==> config.mk <==
export PLATFORM = sky130hd
export DESIGN_NAME = serial_addsub
export DESIGN_NICKNAME = d
export VERILOG_FILES = /design/src/rtl/serial_addsub.sv
export SDC_FILE = /design/constraint.sdc
export NUM_CORES = 1
export LEC_CHECK = 0
export CAP_MARGIN = 5
export CORE_UTILIZATION = 40
export DETAILED_ROUTE_END_ITERATION = 7
export PLACE_DENSITY = 0.67
export SYNTH_ARGS = -nofsm -noshare
export SYNTH_HDL_FRONTEND = slang
export SYNTH_SLANG_ARGS = --single-unit
==> constraint.sdc <==
create_clock -name clk -period 1.6 [get_ports clk]
set_input_delay 0.4 -clock clk [delete_from_list [all_inputs] [get_ports clk]]
set_output_delay 0.4 -clock clk [all_outputs]
set_load 0.01 [all_outputs]
==> src/rtl/serial_addsub.sv <==
// serial_addsub: bit-serial add/subtract engine that drives one full-adder /
// full-subtractor cell per clock, LSB first. The carry or borrow is held in a
// flop between bits.
//
// Ports:
//   clk, rst_n              clock (rising edge), synchronous active-low reset
//   start_valid/start_ready request handshake; a, b, op are sampled on accept
//   op                      0 = add (a+b), 1 = subtract (a-b)
//   a, b                    unsigned WIDTH-bit operands
//   res_valid/res_ready     result handshake
//   result                  (a +/- b) mod 2^WIDTH
//   cout                    add: carry-out, sub: borrow-out (a < b)
//   busy                    high while shifting or holding a result
module serial_addsub #(
  parameter  int WIDTH = 8,
  localparam int CNT_W = $clog2(WIDTH + 1)
) (
  input  logic             clk,
  input  logic             rst_n,
  input  logic             start_valid,
  output logic             start_ready,
  input  logic             op,
  input  logic [WIDTH-1:0] a,
  input  logic [WIDTH-1:0] b,
  output logic             res_valid,
  input  logic             res_ready,
  output logic [WIDTH-1:0] result,
  output logic             cout,
  output logic             busy
);

  typedef enum logic [1:0] {
    IDLE  = 2'd0,
    SHIFT = 2'd1,
    DONE  = 2'd2
  } state_t;

  state_t           state;
  logic [WIDTH-1:0] a_sh;
  logic [WIDTH-1:0] b_sh;
  logic             op_q;
  logic             carry;
  logic [CNT_W-1:0] count;

  // One FA/FS cell evaluated on the current LSBs and the carry/borrow flop.
  logic x, y, s, c_next;

  always_comb begin
    x      = a_sh[0];
    y      = b_sh[0];
    s      = x ^ y ^ carry;
    c_next = op_q ? ((~(x ^ y) & carry) | (~x & y))
                  : ((x & y) | (y & carry) | (carry & x));
  end

  always_ff @(posedge clk) begin
    if (!rst_n) begin
      state       <= IDLE;
      start_ready <= 1'b1;
      res_valid   <= 1'b0;
      busy        <= 1'b0;
      result      <= '0;
      cout        <= 1'b0;
      a_sh        <= '0;
      b_sh        <= '0;
      op_q        <= 1'b0;
      carry       <= 1'b0;
      count       <= '0;
    end else begin
      case (state)
        IDLE: begin
          if (start_valid && start_ready) begin
            a_sh        <= a;
            b_sh        <= b;
            op_q        <= op;
            carry       <= 1'b0;
            count       <= '0;
            start_ready <= 1'b0;
            busy        <= 1'b1;
            state       <= SHIFT;
          end
        end

        SHIFT: begin
          // Result fills from the MSB side so after WIDTH bits bit 0 lands at [0].
          result <= {s, result[WIDTH-1:1]};
          a_sh   <= a_sh >> 1;
          b_sh   <= b_sh >> 1;
          carry  <= c_next;
          count  <= count + 1'b1;
          if (count == CNT_W'(WIDTH - 1)) begin
            cout      <= c_next;
            res_valid <= 1'b1;
            state     <= DONE;
          end
        end

        DONE: begin
          // start_ready rises only after the handoff edge, so no request
          // can be accepted in the same cycle the result is taken.
          if (res_ready) begin
            res_valid   <= 1'b0;
            busy        <= 1'b0;
            start_ready <= 1'b1;
            state       <= IDLE;
          end
        end

        default: begin
          state <= IDLE;
        end
      endcase
    end
  end

endmodule
==> results.env <==
GRT_MAX_DEGREE=25
UNREPAIRED_SETUP_ENDPOINTS_AFTER_GLOBAL_ROUTING='false'
CRITICALPATHCATEGORY='register to output pin'
TRITONCTS_SINKS=36
DRC_ERRORS=0
CTS.PATH.MAX_BUFFERS=2
POWER.SHARE.SWITCHING=0.253
FILLERINSTANCES=362
ROUTED_WIRELENGTH_UM=3550
DRV.MAX_CAP_VIOLATION_COUNT=0
CTS-HOLD-FIX-BUFFERS=0
POWER_DENSITY_nW_PER_UM2=1020
AVGSYNTHCELLAREA_UM2=10.0
TIMING.CRITICAL_PATH.SLOWEST_CELL_DELAY_NS=0.54
WORST-ENDPOINT-ARRIVAL_NS=1.15
GRT_UTIL_MET1=0.203
CRIT_PATH_TOP_DELAY_CELL='clkdlybuf4s50_1'
WORST-PATH-BUF-INV=1
POSTCTSSETUPBUFFERS=0
OVERFLOW=0
ROOT_BUFFER='clkbuf_8'
SYNTH.YOSYS.SEQ_AREA_SHARE=0.416
DRT_ITER0_MARKERS=68
FINALMAXSLEWVIOLATIONS=0
CTS_RESIZES=4
AREA.GROWTH.SYNTH_TO_FINAL_PCT=28.8
COMB_POWER_SHARE=0.175
DRIVE_ABOVE_1_SHARE=0.213
NUM_ROWS=23
CTS_TREE='yes'
CTS_BUFFERS=5
POWER_FRAC_SEQ=0.444
MOSTFREQUENTLAYOUTCELL='dfxtp_1'
ROUTED_WIRE_LENGTH_PER_INSTANCE_UM=13.8
CRITICAL-PATH-TOP-DELAY-FAMILY='buffers and inverters'
MAX_SLEW.WORST_PIN.SLEW_NS=0.410
POSTSYNTHNETCOUNT=197
VIASPERCELL=5.29
DRTPASS1ITERATIONS=4
SYNTH_AREA_UM2=1730
CP-END-KIND='output pin'
MIN_PATH_CELLS=2
RUN_STATUS='completed'
CRITICAL_PATH_REQUIRED_NS=1.20
GRT.BUSIEST_LAYER='met2'
NUMBER_OF_NETS_WITH_ANTENNA_VIOLATIONS_AFTER_ROUTING=0
DETAILED_PLACER_S_ENDING_HPWL_UM=2460
LAYOUT_MIN_CYCLE_TIME_NS=1.55
CTSHTREEMAXLEVEL=2
TRACK_USAGE=0.173
WORST_CLOCK_SKEW_NS=0.00633
SYNTHESIS.YOSYS.WARNINGS=0
CTS.CLK_SLEW.WORST_PATHS_NS=0.07
FP.DIEW_UM=67.8
CLOCK_POWER_SHARE=0.381
CRITICAL_PATH.STARTPOINT_TYPE='register'
REG2REGPATHDEPTH=4
HOLD-PATH-ENDPOINT='result[3]$_SDFFE_PN0P_'
GRT_PASS1_VIAS=1327
REGISTER_BIT_TOTAL_FROM_SYNTHESIS=36
GROUTE.LAYER.MET3.USAGE=0.0533
HOLD_PATH_CLASS='register to register'
DR_TOTAL_VIAS=1360
CELLLEAKAGEPOWER_nW=1.01
FINALHOLDVIOLCOUNT=0
ORIGIN_OF_THE_CRITICAL_FLOP_TO_FLOP_PATH='state[0]$_SDFFE_PN0P_'
GRT_PASS1_WL_UM=5810
MIN_FROM='result[4]$_SDFFE_PN0P_'
TIMING.RR.END='result[2]$_SDFFE_PN0P_'
PEAKVDDDROP_V=0.000529
TOP_LEVEL_PORTS=33
TIMING.FMAX_MHz=647
MIN_PERIOD_OVER_PERIOD=0.967
PORTBUFFERS=32
FLOORPLAN.CORE_AREA_UM2=4090
FINAL.SETUP.WORST_SLACK_NS=0.0533
NUMBER_OF_ANTENNA_VIOLATIONS_AT_THE_FIRST_CHECK_IN_GLOBAL_ROUTING=0
LAYOUT.CORE_UTILIZATION=0.547
CLK_LATENCY_NS=0.29
INITIAL_UTILIZATION=0.424
PLACE_CONGESTION=0.720
CRITICAL_PATH_CELL_SEQUENCE='clkdlybuf4s50_1'
DIEHEIGHT_UM=67.8
TIMING.SLEW.HEADROOM=0.727
REGTOREGSETUPSLACK_NS=0.19
SYNTH.DISTINCT_CELLS=34
FINISH.NET_COUNT=230
POST_SYNTH_INST_COUNT=173
FINAL-SETUP-VIOL-COUNT=0
INTERNAL_POWER_mW=1.70
LAYOUT.CELLS.MOST_COMMON_LIST='dfxtp_1, nand2_1, a21oi_1'
GRT.MET2_USAGE=0.288
P_TOTAL_mW=2.28
NETSWITCHINGPOWER_uW=578
FP.DIEAREA_UM2=4600
DIODES=0
DP_SLACK_NS=-0.0721
PATH_MAX_FANOUT=2
-- Yosys cell counts --
cell | count | area [µm²]
mux2i_1 | 15 | 150
o31ai_4 | 1 | 21.3
nand2_1 | 23 | 86.3
and3_1 | 1 | 6.26
a211oi_2 | 1 | 12.5
clkbuf_1 | 2 | 7.51
and2b_4 | 1 | 10.0
buf_2 | 3 | 15.0
o21a_1 | 1 | 7.51
nand3b_1 | 1 | 7.51
o21ai_0 | 1 | 5.00
o31ai_2 | 9 | 113
nand2b_2 | 1 | 8.76
nand4bb_1 | 1 | 11.3
nor2_1 | 4 | 15.0
a311oi_2 | 1 | 15.0
fa_1 | 2 | 40.0
a31oi_1 | 1 | 6.26
nand2b_1 | 2 | 12.5
and4bb_2 | 1 | 12.5
o32ai_2 | 1 | 16.3
inv_1 | 5 | 18.8
a21oi_2 | 10 | 87.6
nand2_4 | 1 | 11.3
buf_6 | 6 | 67.6
nand3_1 | 7 | 35.0
a22oi_1 | 2 | 15.0
a21oi_1 | 22 | 110
o31ai_1 | 4 | 30.0
and3b_1 | 2 | 17.5
or3_1 | 1 | 6.26
ha_1 | 1 | 12.5
buf_4 | 3 | 22.5
dfxtp_1 | 36 | 721
-- area by class of cell --
class / count / area, µm² / share of cell area
multi-input cells: 118 / 882 / 0.395
flip-flops and latches: 36 / 722 / 0.323
repair buffers: 40 / 422 / 0.189
clock buffers: 7 / 96.3 / 0.0431
well taps: 50 / 62.6 / 0.0280
clock inverters: 1 / 30.0 / 0.0134
inverters: 5 / 18.8 / 0.00840
-- power groups by stage --
stage	sequential (mW)	clock (mW)	combinational, mW
4_1_cts	1.01	0.894	0.404
3_5_place_dp	1.03	0	0.405
5_1_grt	1.02	0.933	0.436
6_report	1.01	0.870	0.400
3_3_place_gp	1.03	0	0.393
2_1_floorplan	1.02	0	0.295
-- worst max-delay path by stage --
stage,startpoint,to,slack (ns),depth (start not counted)
after floorplan,b_sh[0]$_SDFFE_PN0P_,cout$_SDFFE_PN0P_,0.37,5
final,busy$_SDFFE_PN0P_,busy,0.05,1
after CTS,cout$_SDFFE_PN0P_,cout,0.004,1
after global routing,busy$_SDFFE_PN0P_,busy,0.0008,1
after global placement,start_valid,state[0]$_SDFFE_PN0P_,-0.003,4
after detailed placement,start_valid,b_sh[1]$_SDFFE_PN0P_,-0.07,5
-- sequential cells by signal (all words and copies together) (netlist names) --
register	count
a_sh	8
op_q	1
b_sh	8
state	2
res_valid	1
count	4
start_ready	1
busy	1
result	8
cout	1
carry	1
-- kinds of logic (layout without fill, tap and decap cells) --
kind of cell,Yosys count,in the layout,share of synthesized area
AOI/OAI and AO/OA,54,54,0.253
adders and majority gates,3,3,0.0303
buffers and inverters,19,53,0.0758
DFF,36,36,0.416
muxes,15,15,0.0866
and+or+nand+nor,46,46,0.139
-- routing by layer --
layer	part of all wire	vias up
met3	0.041	6
met1	0.46	648
met2	0.49	27
met5	0	-
met4	0.014	0
li1	-	679
-- metrics by stage --
step	instances	TNS, ns	cell area [µm²]	hold slack, ns
3_5_place_dp	249	-0.363	2090	0.461
5_1_grt	257	0	2230	0.490
4_1_cts	257	0	2210	0.472
6_report	257	0	2230	0.463
2_1_floorplan	173	0	1730	0.447
3_3_place_gp	249	-0.00325	2090	0.445
Power figures use the tool's default switching activity.
